[src/rtl/spike_event_logger_pkg.sv]
// Shared definitions for the spike event logger: read-FSM state encoding and
// helpers that derive the event word geometry from the timestamp width.
// Optional build macro: SPIKE_LOG_VPEAK_EN (appends a v_mem peak byte to events).
`ifndef WIDTH
`define WIDTH 16
`endif

package spike_event_logger_pkg;

  localparam int DEF_TS_WIDTH = 16;
  localparam int DEF_DEPTH    = 8;

`ifdef SPIKE_LOG_VPEAK_EN
  localparam int PEAK_BYTES = 1;
`else
  localparam int PEAK_BYTES = 0;
`endif

  typedef enum logic {
    IDLE = 1'b0,
    SEND = 1'b1
  } rd_state_t;

  // Bytes per event as streamed on rd_data
  function automatic int calc_nbytes(input int ts_width);
    return ts_width / 8 + PEAK_BYTES;
  endfunction

  // Event word width stored in the FIFO
  function automatic int calc_evt_w(input int ts_width);
    return 8 * calc_nbytes(ts_width);
  endfunction

  // Width of the occupancy count (must represent 0..DEPTH)
  function automatic int calc_level_w(input int depth);
    return $clog2(depth) + 1;
  endfunction

  // Width of the byte index inside an event (at least one bit)
  function automatic int calc_bidx_w(input int nbytes);
    return (nbytes > 1) ? $clog2(nbytes) : 1;
  endfunction

endpackage

[src/rtl/spike_evt_fifo.sv]
// Synchronous event FIFO. The head is visible on dout combinationally; a push
// and a pop may complete in the same cycle even when the FIFO is full.
module spike_evt_fifo
  import spike_event_logger_pkg::*;
#(
  parameter int EVT_W = 16,
  parameter int DEPTH = DEF_DEPTH
) (
  input  logic                       clk,
  input  logic                       reset,
  input  logic                       push,
  input  logic                       pop,
  input  logic [EVT_W-1:0]           din,
  output logic [EVT_W-1:0]           dout,
  output logic                       full,
  output logic                       empty,
  output logic [$clog2(DEPTH):0]     level
);

  localparam int AW = $clog2(DEPTH);

  logic [EVT_W-1:0] mem [DEPTH];
  logic [AW:0]      wr_ptr;
  logic [AW:0]      rd_ptr;
  logic             do_push;
  logic             do_pop;

  // A full FIFO still accepts a push when the head leaves in the same cycle;
  // the write lands in the slot being vacated, which is read before the edge.
  assign do_push = push & (~full | pop);
  assign do_pop  = pop & ~empty;

  assign level = wr_ptr - rd_ptr;
  assign full  = (level == (AW + 1)'(DEPTH));
  assign empty = (level == '0);
  assign dout  = mem[rd_ptr[AW-1:0]];

  // Pointer bookkeeping; the extra MSB distinguishes full from empty
  always_ff @(posedge clk) begin
    if (reset) begin
      wr_ptr <= '0;
      rd_ptr <= '0;
    end else begin
      if (do_push) wr_ptr <= wr_ptr + (AW + 1)'(1);
      if (do_pop)  rd_ptr <= rd_ptr + (AW + 1)'(1);
    end
  end

  // Storage array, data only
  always_ff @(posedge clk) begin
    if (do_push) mem[wr_ptr[AW-1:0]] <= din;
  end

endmodule

[src/rtl/spike_event_logger.sv]
// Spike event logger: timestamps rising edges of the neuron spike output,
// queues them in a small FIFO and streams each event MSB-first over an
// 8-bit rd_data / rd_valid / rd_en handshake.
// Optional build macro: SPIKE_LOG_VPEAK_EN -- events are committed when the
// spike falls and carry the top byte of the peak v_mem seen during the spike.
module spike_event_logger
  import spike_event_logger_pkg::*;
#(
  parameter int WIDTH    = `WIDTH,
  parameter int TS_WIDTH = DEF_TS_WIDTH,
  parameter int DEPTH    = DEF_DEPTH
) (
  input  logic                        clk,
  input  logic                        reset,
  input  logic                        valid_in,
  input  logic                        spike_in,
  input  logic signed [WIDTH-1:0]     v_mem,
  input  logic                        clear,
  input  logic                        rd_en,
  output logic [7:0]                  rd_data,
  output logic                        rd_valid,
  output logic                        empty,
  output logic [$clog2(DEPTH):0]      level,
  output logic                        overflow
);

  localparam int NBYTES  = calc_nbytes(TS_WIDTH);
  localparam int EVT_W   = calc_evt_w(TS_WIDTH);
  localparam int BIDX_W  = calc_bidx_w(NBYTES);

  logic                rst_any;
  logic [TS_WIDTH-1:0] ts;
  logic                spike_prev;
  logic                spike_edge;
  logic                commit;
  logic [EVT_W-1:0]    commit_word;

  logic                fifo_push;
  logic                fifo_pop;
  logic [EVT_W-1:0]    fifo_dout;
  logic                fifo_full;
  logic                fifo_empty;

  rd_state_t           state;
  rd_state_t           next_state;
  logic [BIDX_W-1:0]   bidx;
  logic                last_byte;
  logic                load;
  logic                shift;
  logic [EVT_W-1:0]    out_word;

  // Reset and clear have identical effect; clear also overrides all traffic
  assign rst_any    = reset | clear;
  assign spike_edge = valid_in & spike_in & ~spike_prev;

  // Timestamp counter and edge-detector history advance on valid samples only
  always_ff @(posedge clk) begin
    if (rst_any) begin
      ts         <= '0;
      spike_prev <= 1'b0;
    end else if (valid_in) begin
      ts         <= ts + TS_WIDTH'(1);
      spike_prev <= spike_in;
    end
  end

`ifdef SPIKE_LOG_VPEAK_EN
  logic signed [WIDTH-1:0] peak;
  logic signed [WIDTH-1:0] peak_now;
  logic [TS_WIDTH-1:0]     ts_hold;

  function automatic logic signed [WIDTH-1:0] smax(input logic signed [WIDTH-1:0] a,
                                                   input logic signed [WIDTH-1:0] b);
    return (a > b) ? a : b;
  endfunction

  function automatic logic [7:0] peak_byte(input logic signed [WIDTH-1:0] p);
    return p[WIDTH-1 -: 8];
  endfunction

  // Running maximum including the current sample, so the falling cycle counts
  assign peak_now = smax(peak, v_mem);

  // Peak tracker: reload at the rising edge, accumulate while the spike is high
  always_ff @(posedge clk) begin
    if (spike_edge) begin
      peak    <= v_mem;
      ts_hold <= ts;
    end else if (valid_in & spike_prev) begin
      peak    <= peak_now;
    end
  end

  assign commit      = valid_in & spike_prev & ~spike_in;
  assign commit_word = {ts_hold, peak_byte(peak_now)};
`else
  logic unused_vmem;

  assign unused_vmem = ^v_mem;
  assign commit      = spike_edge;
  assign commit_word = ts;
`endif

  // A commit into a full FIFO is lost unless the reader frees a slot this cycle
  assign fifo_push = commit & ~rst_any;

  spike_evt_fifo #(
    .EVT_W (EVT_W),
    .DEPTH (DEPTH)
  ) u_fifo (
    .clk   (clk),
    .reset (rst_any),
    .push  (fifo_push),
    .pop   (fifo_pop),
    .din   (commit_word),
    .dout  (fifo_dout),
    .full  (fifo_full),
    .empty (fifo_empty),
    .level (level)
  );

  assign empty = fifo_empty;

  // Sticky drop indicator
  always_ff @(posedge clk) begin
    if (rst_any) begin
      overflow <= 1'b0;
    end else if (fifo_push & fifo_full & ~fifo_pop) begin
      overflow <= 1'b1;
    end
  end

  assign last_byte = (bidx == BIDX_W'(NBYTES - 1));

  // Read FSM state register
  always_ff @(posedge clk) begin
    if (rst_any) begin
      state <= IDLE;
    end else begin
      state <= next_state;
    end
  end

  // Read FSM next-state: stay in SEND across back-to-back events
  always_comb begin
    next_state = state;
    case (state)
      IDLE:    if (!fifo_empty) next_state = SEND;
      SEND:    if (rd_en && last_byte && fifo_empty) next_state = IDLE;
      default: next_state = IDLE;
    endcase
  end

  // Read FSM outputs: handshake valid and FIFO pop / shifter controls
  always_comb begin
    rd_valid = (state == SEND);
    fifo_pop = 1'b0;
    load     = 1'b0;
    shift    = 1'b0;
    if (!rst_any) begin
      case (state)
        IDLE: begin
          if (!fifo_empty) begin
            fifo_pop = 1'b1;
            load     = 1'b1;
          end
        end
        SEND: begin
          if (rd_en) begin
            if (last_byte) begin
              if (!fifo_empty) begin
                fifo_pop = 1'b1;
                load     = 1'b1;
              end
            end else begin
              shift = 1'b1;
            end
          end
        end
        default: ;
      endcase
    end
  end

  // Byte index within the event being sent
  always_ff @(posedge clk) begin
    if (rst_any) begin
      bidx <= '0;
    end else if (load) begin
      bidx <= '0;
    end else if (shift) begin
      bidx <= bidx + BIDX_W'(1);
    end
  end

  // Output shift register: current byte always sits in the top 8 bits
  always_ff @(posedge clk) begin
    if (load) begin
      out_word <= fifo_dout;
    end else if (shift) begin
      out_word <= out_word << 8;
    end
  end

  assign rd_data = rd_valid ? out_word[EVT_W-1 -: 8] : 8'h00;

endmodule
[config.mk]
export PLATFORM = sky130hd
export DESIGN_NAME = spike_event_logger
export DESIGN_NICKNAME = d
export VERILOG_FILES = /design/src/rtl/spike_event_logger_pkg.sv /design/src/rtl/spike_evt_fifo.sv /design/src/rtl/spike_event_logger.sv
export SDC_FILE = /design/constraint.sdc
export NUM_CORES = 1
export LEC_CHECK = 0
export ABC_CLOCK_PERIOD_IN_PS = 8100
export CAP_MARGIN = 20
export CORE_UTILIZATION = 30
export DETAILED_ROUTE_END_ITERATION = 6
export HOLD_SLACK_MARGIN = 0.12
export MAX_ROUTING_LAYER = met4
export PLACE_DENSITY = 0.43
export SETUP_SLACK_MARGIN = 0.2
export SYNTH_ARGS = -nofsm -noshare
export SYNTH_HDL_FRONTEND = slang
export SYNTH_SLANG_ARGS = --single-unit
[constraint.sdc]
create_clock -name clk -period 8.1 [get_ports clk]
set_input_delay 2.025 -clock clk [delete_from_list [all_inputs] [get_ports clk]]
set_output_delay 2.025 -clock clk [all_outputs]
set_load 0.01 [all_outputs]
==> impl_metrics.json, run 1 <==
{
  "cp.arrival_ps": 3200,
  "synth.area.top_cells": "edfxtp_1 (62%), mux4_2 (10%), dfxtp_1 (8.9%)",
  "dr.pass1.iters": 4,
  "max-clock-path-buffers": 2,
  "p_per_area_nw_per_um2": 268,
  "gp_congestion": 0.752,
  "holdBufCountCts": 0,
  "row_count": 55,
  "grt.overflow.total": 0,
  "finalSetupTns_ps": 0,
  "post-route-cell-area_um2": 8190,
  "cts_resized": 0,
  "critPathMaxFanout": 9,
  "antenna_cells": 0,
  "drive_gt1_share_pct": 18.9,
  "yosysSeqAreaShare_pct": 70.8,
  "worstSetupStartpointType": "flop",
  "p_leak_nw": 2.63,
  "ys_types": 44,
  "placed_area_um2": 7620,
  "die_height_um": 155,
  "path_clk_slew_ps": 60,
  "synth_edf_count": 144,
  "layout_common_cells": "edfxtp_1 (144), nor2_1 (34), mux4_2 (32), dfxtp_1 (30)",
  "worst_pin_slew_ps": 981,
  "post-route-period-util_pct": 64.5,
  "crit_type": "flop to output port",
  "ys_warn_count": 0,
  "antenna_found_initial": 0,
  "ir_worst_vdd_uv": 129,
  "rsz0062_at_grt": "false",
  "finalHoldViolations": 0,
  "postCtsSetupRepairBufs": 0,
  "die_area_um2": 23900,
  "worstHoldStart": "overflow",
  "cts_sinks": 175,
  "grt_usage_pct": 13.7,
  "root_buffer": "clkbuf_16",
  "grt-busiest-layer": "met2",
  "synthCells": 417,
  "htree_num_levels": 4,
  "cap_violations": 0,
  "grt_pass1_vias": 3803,
  "maxSlewViolCount": 0,
  "post-route-min-period_ps": 5230,
  "wl_per_cell_um": 19.5,
  "netlist_area_um2": 6990,
  "synth_top_area_share_pct": 61.9,
  "nets": 481,
  "pin_count": 37,
  "worstSetupEndpointType": "output port",
  "synth_fp_nets": 446,
  "cts_made_buffers": 17,
  "max-slew-margin-rel_pct": 34.5,
  "start_util_pct": 30.8,
  "via_count": 3575,
  "hpwl_um": 8710,
  "core_area_um2": 22700,
  "synth-main-ff-cell": "edfxtp_1",
  "cp-startpoint": "u_fifo.wr_ptr[0]",
  "wl_um": 14600,
  "syn_area_per_cell_um2": 16.8,
  "grt_util_met1_pct": 17.0,
  "worstReg2RegStart": "u_fifo.wr_ptr[0]",
  "met2_usage_pct": 22.5,
  "status": "finished, final reports clean",
  "clock.fmax_mhz": 191,
  "viasPerCell": 4.77,
  "setup_viol": 0,
  "synthArstFlopShare_pct": 0,
  "port_buffers": 20,
  "skew_ps": 11.5,
  "synth_seq_cells": 175,
  "layout_commonest_cell": "edfxtp_1",
  "drc": 0,
  "postRouteAntennaNets": 0,
  "synth_top_cell_by_area": "edfxtp_1",
  "die_width_um": 155,
  "area_growth_pct": 17.2,
  "met3_usage_pct": 2.77,
  "grt_max_degree": 33,
  "worstPathRequired_ps": 6080,
  "clk-insertion-delay-late_ps": 420,
  "hp-class": "flop to flop",
  "cts_tree": "done",
  "grt_pass1_wl_um": 22800,
  "drt_first_iter_violations": 234
}
## logic make-up (layout without fill, tap and decap cells)
group,Yosys count,count (layout),synth area share (%)
buffers and inverters,29,77,1.67
AND/OR/NAND/NOR,101,101,7.40
XOR/XNOR,16,16,2.11
AO/OA/AOI/OAI,37,37,3.49
adder cells (fa/ha/maj),7,7,1.36
multiplexers,52,52,13.2
flip-flops,175,175,70.8
## worst max-delay path, stage by stage (launching register included)
cell             delay [ps]
dfxtp_1                 560
inv_1                   200
ha_1                    240
inv_1                    70
fa_1                    460
nor3_4                  350
and3_1                  320
clkdlybuf4s50_1         570
## flip-flops by register name, summed over array words and instances, names as in the netlist, named ones only
| register | count |
|---|---|
| bidx | 1 |
| commit_word | 16 |
| u_fifo.wr_ptr | 4 |
| spike_prev | 1 |
| out_word | 16 |
| u_fifo.rd_ptr | 4 |
| rd_valid | 1 |
| u_fifo.mem | 128 |
| overflow | 1 |
## per-layer routing
layer	wire length (um)	share of wire, %
met4	174	1.2
met5	0	0
met1	6760	46
met2	7370	50
met3	314	2.1
## final timing paths
kind | depth (start not counted) | to | slack (ps)
worst min register to register | 2 | overflow | 480
worst max register to register | 8 | u_fifo.mem[7][5] | 4830
worst max-delay path | 7 | empty | 2870
worst min-delay path | 2 | overflow | 480
## synthesized netlist by cell type, types with 2 or more instances
cell type	count
ha_1	6
a21oi_1	20
edfxtp_1	144
mux4_2	32
buf_1	2
buf_2	6
dfxtp_1	31
nor3_1	4
nor2_1	34
a21o_1	2
or3_1	4
o21ai_0	5
xor2_1	8
inv_1	13
nand2_1	16
and3_1	2
xnor2_1	7
nand4_1	7
and2_1	8
mux2i_1	20
clkbuf_1	8
nand3_1	8
nand3b_1	2
nor4_1	8
## power breakdown
part	leakage, nW	internal [W]	switching (W)
registers	1.68	0.000999	0.0000302
logic	0.687	0.000185	0.000184
clock network	0.264	0.000455	0.000337
## through the flow
stage | setup slack [ps] | power [W] | std cells | util (%) | hold WS [ps]
2_1_floorplan | 3210 | 0.00130 | 417 | - | 462
3_3_place_gp | 3390 | 0.00143 | 718 | 33.5 | 454
3_5_place_dp | 3340 | 0.00143 | 718 | 33.5 | 470
4_1_cts | 2870 | 0.00222 | 750 | 36.1 | 482
5_1_grt | 2670 | 0.00229 | 750 | 36.1 | 521
6_report | 2870 | 0.00219 | 750 | 36.1 | 479
## area by class of cell
cell class | instances | area, um2
fill | 2149 | 14500
sequential | 175 | 4950
multi-input combinational | 213 | 1970
clock buffer | 19 | 433
tap | 285 | 357
timing repair buffer | 32 | 290
clock inverter | 13 | 139
inverter | 13 | 48.8
(Power assumes the default switching activity.)
==> inputs of run 2 (changes only) <==
--- a/config.mk
+++ b/config.mk
@@ -5,13 +5,13 @@
 export SDC_FILE = /design/constraint.sdc
 export NUM_CORES = 1
 export LEC_CHECK = 0
-export ABC_CLOCK_PERIOD_IN_PS = 8100
+export ABC_CLOCK_PERIOD_IN_PS = 4650
 export CAP_MARGIN = 20
 export CORE_UTILIZATION = 30
 export DETAILED_ROUTE_END_ITERATION = 6
 export HOLD_SLACK_MARGIN = 0.12
 export MAX_ROUTING_LAYER = met4
-export PLACE_DENSITY = 0.43
+export PLACE_DENSITY = 0.44
 export SETUP_SLACK_MARGIN = 0.2
 export SYNTH_ARGS = -nofsm -noshare
 export SYNTH_HDL_FRONTEND = slang
==> constraint.sdc (replaced) <==
create_clock -name clk -period 4.65 [get_ports clk]
set_input_delay 1.1625 -clock clk [delete_from_list [all_inputs] [get_ports clk]]
set_output_delay 1.1625 -clock clk [all_outputs]
set_load 0.01 [all_outputs]
==> impl_metrics.json, run 2 (same netlist as run 1, synthesis figures left out) <==
{
  "crit_type": "flop to output port",
  "p_per_area_nw_per_um2": 470,
  "rsz0062_at_grt": "false",
  "cts_tree": "done",
  "path_clk_slew_ps": 60,
  "crit_slowest_cell": "clkdlybuf4s50_1",
  "worstPathRequired_ps": 3490,
  "postRouteAntennaNets": 0,
  "crit_top_cell": "inv_1",
  "grt_max_degree": 31,
  "antenna_found_initial": 0,
  "row_count": 55,
  "finalSetupTns_ps": 0,
  "dr.pass1.iters": 6,
  "holdBufCountCts": 0,
  "grt_usage_pct": 13.8,
  "clk-insertion-delay-late_ps": 420,
  "via_count": 3685,
  "gp_congestion": 0.700,
  "core_area_um2": 22700,
  "critPathMaxFanout": 9,
  "power_w": 0.00388,
  "htree_num_levels": 4,
  "area_growth_pct": 18.1,
  "die_width_um": 155,
  "cts_sinks": 175,
  "start_util_pct": 30.8,
  "largest_reg_flops": 128,
  "antenna_cells": 0,
  "post-route-period-util_pct": 90.7,
  "grt_pass1_wl_um": 22800,
  "grt_pass1_vias": 3833,
  "die_height_um": 155,
  "grt.overflow.total": 0,
  "skew_ps": 8.13,
  "pin_count": 37,
  "hpwl_um": 8890,
  "hp-class": "flop to flop",
  "setup_viol": 0,
  "maxSlewViolCount": 0,
  "drc": 0,
  "drive_gt1_share_pct": 20.5,
  "worstSetupStartpointType": "flop",
  "drt_first_iter_violations": 183,
  "wl_per_cell_um": 19.6,
  "port_buffers": 20,
  "status": "finished, final reports clean",
  "root_buffer": "clkbuf_16",
  "clock.fmax_mhz": 237,
  "max-slew-margin-rel_pct": 31.0,
  "p_leak_nw": 2.68,
  "post-route-min-period_ps": 4220,
  "nets": 485,
  "post-route-cell-area_um2": 8250,
  "layout_common_cells": "edfxtp_1 (144), nor2_1 (34), mux4_2 (32), dfxtp_1 (29)",
  "placed_area_um2": 7650,
  "wl_um": 14800,
  "critPathMaxStageDelay_ps": 570,
  "worstSetupEndpointType": "output port",
  "cp.arrival_ps": 3060,
  "max-clock-path-buffers": 2,
  "finalHoldViolations": 0,
  "ir_worst_vdd_uv": 243,
  "cts_made_buffers": 17,
  "die_area_um2": 23900,
  "cap_violations": 0,
  "cp_cell_sequence": "inv_1, ha_1, inv_1, fa_1, xor2_2, nor3_4, and3_1, clkdlybuf4s50_1",
  "layout_commonest_cell": "edfxtp_1",
  "worst_pin_slew_ps": 1030,
  "viasPerCell": 4.89
}
run 2: path summary, 6_finish.rpt:
path | start | endpoint | slack, ps | cells past startpoint
min reg2reg | overflow | overflow | 480 | 2
max reg2reg | u_fifo.wr_ptr[0] | u_fifo.mem[2][14] | 1580 | 10
min | overflow | overflow | 480 | 2
max | u_fifo.wr_ptr[0] | empty | 430 | 8
run 2: metal layers:
metal	global-route usage (%)	wire (um)	vias up
met2	22.1	7390	54
met1	17.2	6770	1911
li1	-	-	1706
met4	4.62	188	0
met5	-	0	-
met3	3.05	424	14
run 2: what timing repair did:
| item | CTS | global route |
|---|---|---|
| endpoints found under the hold margin | 0 | 0 |
| setup buffers | 0 | 0 |
| setup endpoints to repair | 0 | 1 |
| resized for setup | 0 | 1 |
run 2: critical path: cells and delay by family, from the launching register on:
kind | cells | cell delay [ps]
xor gates and xnor gates | 1 | 210
adders and majority gates | 2 | 610
and+or+nand+nor | 2 | 620
DFF | 1 | 380
buffers and inverters | 3 | 800
run 2: power by group:
group | leakage [nW] | switching [W] | internal (W)
Sequential | 1.68 | 0.0000744 | 0.00174
Combinational | 0.707 | 0.000293 | 0.000324
Clock | 0.296 | 0.000590 | 0.000858
run 2: layout make-up:
type	instances	area [um2]
multi-input cells	213	1970
inverters	13	48.8
clock buffers	18	439
flip-flops and latches	175	4950
fillers	2134	14500
repair buffers	36	320
clock inverters	14	164
well taps	285	357
run 2: stage by stage:
| step | hold slack (ps) | instances | setup WS [ps] | utilization (%) |
|---|---|---|---|---|
| after detailed placement | 464 | 722 | 747 | 33.7 |
| after CTS | 480 | 754 | 270 | 36.3 |
| after floorplan | 462 | 417 | 622 | - |
| final | 479 | 754 | 432 | 36.3 |
| after global routing | 509 | 754 | 239 | 36.3 |
| after global placement | 454 | 722 | 826 | 33.7 |
